--- config.mk ---
export PLATFORM = sky130hd
export DESIGN_NAME = dmem_arbiter
export DESIGN_NICKNAME = d
export VERILOG_FILES = /design/src/rtl/dmem_arb_pkg.sv /design/src/rtl/dmem_arbiter_rr_pick2.sv /design/src/rtl/dmem_arbiter.sv
export SDC_FILE = /design/constraint.sdc
export NUM_CORES = 1
export LEC_CHECK = 0
export ABC_AREA = 1
export CAP_MARGIN = 10
export CORE_MARGIN = 10
export CORE_UTILIZATION = 20
export DETAILED_ROUTE_END_ITERATION = 16
export PLACE_DENSITY = 0.79
export SLEW_MARGIN = 5
export SYNTH_ARGS = -nofsm -noshare
export SYNTH_HDL_FRONTEND = slang
export SYNTH_SLANG_ARGS = --single-unit
--- constraint.sdc ---
create_clock -name clk -period 0.95 [get_ports clk]
set_input_delay 0.095 -clock clk [delete_from_list [all_inputs] [get_ports clk]]
set_output_delay 0.095 -clock clk [all_outputs]
set_load 0.1 [all_outputs]
--- src/rtl/dmem_arb_pkg.sv ---
// Shared types for the data-memory arbiter: round-robin pointer state,
// port count and the read-return tag.
package dmem_arb_pkg;

    localparam int unsigned NUM_PORTS = 2;

    typedef enum logic {
        LAST0 = 1'b0,
        LAST1 = 1'b1
    } ptr_state_t;

    typedef struct packed {
        logic valid;
        logic port;
    } rd_tag_t;

endpackage

--- src/rtl/dmem_arbiter_rr_pick2.sv ---
// Two-way round-robin picker: a lone requester wins; on contention the port
// not granted most recently wins. Grant is one-hot or zero.
module rr_pick2 (
    input  logic [1:0] req,
    input  logic       last,
    output logic [1:0] gnt
);

    always_comb begin
        gnt = '0;
        if (req == 2'b11) begin
            gnt = last ? 2'b01 : 2'b10;
        end else begin
            gnt = req;
        end
    end

endmodule

--- src/rtl/dmem_arbiter.sv ---
// Two-requester arbiter/sequencer for the 256x32 registered-read data memory.
// Defining DMEM_ARB_FIXED_PRIO_EN gives port 0 fixed priority (no pointer FSM).
module dmem_arbiter
    import dmem_arb_pkg::*;
#(
    parameter int AW = 8,
    parameter int DW = 32
) (
    input  logic          clk,
    input  logic          reset,
    input  logic          req0,
    input  logic          we0,
    input  logic [AW-1:0] addr0,
    input  logic [DW-1:0] wdata0,
    input  logic          req1,
    input  logic          we1,
    input  logic [AW-1:0] addr1,
    input  logic [DW-1:0] wdata1,
    output logic          gnt0,
    output logic          gnt1,
    output logic          rvalid0,
    output logic          rvalid1,
    output logic [DW-1:0] rdata,
    output logic [31:0]   mem_addr,
    output logic [DW-1:0] mem_wdata,
    output logic          mem_read,
    output logic          mem_write,
    input  logic [DW-1:0] mem_rdata
);

    logic [NUM_PORTS-1:0] req_v;
    logic [NUM_PORTS-1:0] gnt_v;
    rd_tag_t              tag_q;
    logic                 read_grant;

    // Reset masks requests so no command can leave the block while memory clears.
    assign req_v = reset ? '0 : {req1, req0};

`ifdef DMEM_ARB_FIXED_PRIO_EN
    assign gnt_v = req_v[0] ? 2'b01 : {req_v[1], 1'b0};
`else
    ptr_state_t ptr_q;
    ptr_state_t ptr_d;

    always_ff @(posedge clk) begin
        if (reset) begin
            ptr_q <= LAST1;
        end else begin
            ptr_q <= ptr_d;
        end
    end

    always_comb begin
        ptr_d = ptr_q;
        if (gnt_v[0]) begin
            ptr_d = LAST0;
        end else if (gnt_v[1]) begin
            ptr_d = LAST1;
        end
    end

    rr_pick2 u_pick (
        .req  (req_v),
        .last (ptr_q == LAST1),
        .gnt  (gnt_v)
    );
`endif

    assign gnt0 = gnt_v[0];
    assign gnt1 = gnt_v[1];

    always_comb begin
        mem_addr  = '0;
        mem_wdata = '0;
        mem_read  = 1'b0;
        mem_write = 1'b0;
        if (gnt_v[0]) begin
            mem_addr  = 32'(addr0);
            mem_wdata = wdata0;
            mem_write = we0;
            mem_read  = ~we0;
        end else if (gnt_v[1]) begin
            mem_addr  = 32'(addr1);
            mem_wdata = wdata1;
            mem_write = we1;
            mem_read  = ~we1;
        end
    end

    assign read_grant = (gnt_v[0] & ~we0) | (gnt_v[1] & ~we1);

    always_ff @(posedge clk) begin
        if (reset) begin
            tag_q <= '0;
        end else begin
            tag_q <= '{valid: read_grant, port: gnt_v[1]};
        end
    end

    // Returns are also masked during reset so an in-flight read is dropped.
    assign rvalid0 = tag_q.valid & ~tag_q.port & ~reset;
    assign rvalid1 = tag_q.valid &  tag_q.port & ~reset;
    assign rdata   = (tag_q.valid & ~reset) ? mem_rdata : '0;

endmodule

==> results.json, run 1 <==
{
  "outcome": "aborted with a tool error",
  "haltStage": "detailed placement (3_5_place_dp)",
  "first-error": "[ERROR DPL-0033] detailed placement checks failed during check placement.",
  "synth_top_family_by_area": "simple AND/OR/NAND/NOR gates",
  "die_w_microns": 101,
  "yosys_warnings": 0,
  "boundaryPins": 220,
  "yosys-top-cells-area": "nand3_1, buf_4, nand2_1, inv_1, nor2_1",
  "synth_compound_area_share_pct": 0.572,
  "yosys.area_share.adder_pct": 0,
  "yosys.area_share.xor_xnor_pct": 0,
  "syn-cell-area_sq_um": 1310,
  "synth_simple_gate_area_share_pct": 58.9,
  "seq_area_frac_synth_pct": 4.58,
  "dp_hpwl_microns": 11900,
  "gp_congestion": 0.805,
  "synth_top_area_share_pct": 32.0,
  "rows": 29,
  "yosys.area.top_type": "nand3_1",
  "synth_cell_type_count": 14,
  "ys_seq_elements": 3,
  "syn_avg_cell_area_sq_um": 5.13,
  "port_buffers": 195,
  "start_util_pct": 20.7,
  "die_h_microns": 101,
  "synthMuxAreaShare_pct": 0,
  "synthCells": 256
}
==> cells by family after synthesis <==
family / after synthesis
simple gates: 170
other cells: 1
flops: 3
compound gates: 1
buf+inv: 81
==> through the flow <==
step	cell area (sq um)	setup WS, ps	cells
global placement	6000	-736	537
floorplan	3220	-256	279
==> cell usage after synthesis <==
cell / number
conb_1: 1
dfxtp_1: 3
nand2_4: 1
nand2_1: 46
inv_1: 37
buf_2: 8
nor2_1: 34
nor2_4: 2
inv_2: 1
o211ai_1: 1
buf_6: 6
buf_4: 29
and2_1: 3
nand3_1: 84
==> run 2: changes to the inputs <==
- PLACE_DENSITY: 0.79 -> default
- PLACE_DENSITY_LB_ADDON: default -> 0.15
- clock period: 0.95 -> 1.23 ns (I/O delays scaled with it)
==> run 2 against run 1 <==
Compared with the run above: the flow now finishes, with violations (negative setup slack); area after synthesis stayed put; synthesized cell count stayed put.
==> results.json, run 2 <==
{
  "outcome": "finished, violations left",
  "violations": "negative setup slack",
  "rrSetupSlack_ps": 100,
  "async_flop_share_pct": 0,
  "hold_depth": 2,
  "die_h_microns": 101,
  "antenna_found_initial": 0,
  "rows": 29,
  "final_cell_mix": "clkdlybuf4s50_1, buf_12, nand3_2",
  "slew_violations": 0,
  "maxCapViolations": 0,
  "drt-vias-per-instance": 4.73,
  "finalCriticalPeriod_ps": 1450,
  "p_seq_share_pct": 3.3,
  "grt_pass1_wl_microns": 15200,
  "gr-usage-all-layers_pct": 18.7,
  "p_per_area_nw_per_um2": 630,
  "grt_setup_unrepaired": "yes",
  "fmaxAchievable_ghz": 0.689,
  "ant_nets": 0,
  "seq_area_frac_synth_pct": 4.58,
  "place_ws_ps": -392,
  "hold_viol": 0,
  "grt_pass1_vias": 2673,
  "pwr-share-comb_pct": 88.1,
  "yosys.area.top_type": "nand3_1",
  "maxUsedRoutingLayer": "met4",
  "boundaryPins": 220,
  "htreeDepth": 1,
  "ys_seq_elements": 3,
  "vdd_drop_max_uv": 581,
  "critPathArrivalTime_ps": 1330,
  "routedWlPerCell_microns": 21.3,
  "synthCells": 256,
  "syn-cell-area_sq_um": 1310,
  "ys_top_cells_by_count": "nand3_1, nand2_1, inv_1",
  "overflow": 0,
  "yosys_warnings": 0,
  "cts_tree": "done",
  "synth_top_flop_cell": "dfxtp_1",
  "path_max_fanout": 9,
  "power_mw": 3.51,
  "clockBufferDepth": 2,
  "yosys-top-cells-area": "nand3_1, buf_4, nand2_1, inv_1, nor2_1",
  "critPathKind": "flip-flop to output pin",
  "worstReg2RegStart": "ptr_q",
  "synth_top_area_share_pct": 32.0,
  "end_kind": "output pin",
  "cts_buffers": 3,
  "gp_congestion": 0.732,
  "regMostFlops": "tag_q",
  "clk_pin_slew_ps": 40,
  "grt_max_degree": 23,
  "synth-edff-count": 0,
  "drt-initial-drc-count": 46,
  "startpoint_type": "flip-flop",
  "wl_met2_microns": 6490,
  "fin_crit_sh_pct": 118,
  "routed_wl_microns": 11700,
  "synth_cell_type_count": 14,
  "p_sw_mw": 2.00,
  "totalNegativeSetupSlack_ps": -10640,
  "start_util_pct": 20.7,
  "crit_required_ps": 1110,
  "min_to": "ptr_q",
  "dr_wl_met3_microns": 997,
  "setup_viol": 69,
  "cts.sinks": 3,
  "swShare_pct": 57.1,
  "drcViolationCount": 0,
  "reg.largest.list": "tag_q (2), ptr_q (1)",
  "core_area_sq_um": 6350,
  "yosysMostFrequentCell": "nand3_1",
  "cts-root-buf": "clkbuf_8",
  "drt_pass1_iterations": 4,
  "intPower_mw": 1.51,
  "hold_path_class": "input pin to flip-flop",
  "clock_skew_ps": 5.31,
  "fin_nets": 590,
  "area_delta_synth_final_pct": 324,
  "crit_path_start": "ptr_q",
  "reg2reg_to": "ptr_q",
  "hp-start": "req0",
  "diodes": 0,
  "layout-drive-gt1-share_pct": 56.7,
  "port_buffers": 195,
  "drt-met1-wl_microns": 3940,
  "die_w_microns": 101,
  "hold_slack_ps": 203,
  "final_common_cell": "clkdlybuf4s50_1",
  "dieArea_sq_um": 10200,
  "dp_hpwl_microns": 7720,
  "insertion_delay_ps": 220,
  "r2r_cells": 6,
  "syn_avg_cell_area_sq_um": 5.13,
  "largest_register_ffs": 2,
  "holdBufCountCts": 0,
  "pwr-share-clk_pct": 8.7,
  "worst_slack_ps": -222,
  "p_leak_nw": 2.33,
  "vias": 2590
}
## run 2: cell counts after synthesis
No cell type changed its count.
## run 2: worst max-delay path by stage
stage / endpoint / slack [ps] / cells past startpoint
after CTS: mem_wdata[30] / -210 / 5
final: mem_addr[3] / -220 / 6
after detailed placement: mem_addr[5] / -390 / 6
after global placement: mem_wdata[17] / -360 / 6
after floorplan: rdata[21] / -310 / 3
after global routing: mem_addr[3] / -260 / 6
## run 2: routing by layer
layer | vias up | track usage [%]
li1 | 1186 | -
met2 | 155 | 36.9
met1 | 1231 | 18.3
met3 | 18 | 7.00
met5 | - | 0
met4 | 0 | 2.14
## run 2: per-stage QoR
step / std cells / area [sq um] / utilization (%)
after floorplan: 279 / 1900 / -
after global placement: 524 / 4650 / 73.2
after detailed placement: 524 / 4650 / 73.2
after CTS: 542 / 5300 / 83.4
after global routing: 548 / 5570 / 87.7
final: 548 / 5570 / 87.7
## run 2: logic make-up after synthesis
group | share of synthesized area [%]
AOI/OAI and AO/OA | 0.572
buffers and inverters | 35.7
DFF | 4.58
other | 0.286
and+or+nand+nor | 58.9
## run 2: what timing repair did
action                                  in CTS  in global routing
pin swaps                                    3                 15
cloned                                       8                  4
setup buffers                                6                  4
endpoints found under the setup margin      79                 76
gates resized for setup                     80                 39
## run 2: layout make-up
class | instances | area, sq um
clock buffer | 4 | 45.0
timing repair buffer | 231 | 3400
inverter | 38 | 145
tap | 77 | 96.3
fill | 302 | 779
multi-input combinational | 195 | 1810
sequential | 3 | 67.6
## run 2: critical path: stages, from the launching register on
cell	delay, ps
dfxtp_4	370
inv_4	50
nand2_8	110
buf_12	140
nand3_1	140
nand2_4	120
buf_12	170
## run 2: power by group through the flow
stage / clock (mW) / combinational, mW / sequential, mW
2_1_floorplan: 0 / 1.72 / 0.110
3_5_place_dp: 0 / 2.75 / 0.111
3_3_place_gp: 0 / 2.73 / 0.111
5_1_grt: 0.314 / 3.18 / 0.116
4_1_cts: 0.297 / 2.96 / 0.112
6_report: 0.304 / 3.09 / 0.115
(Power assumes the default switching activity.)
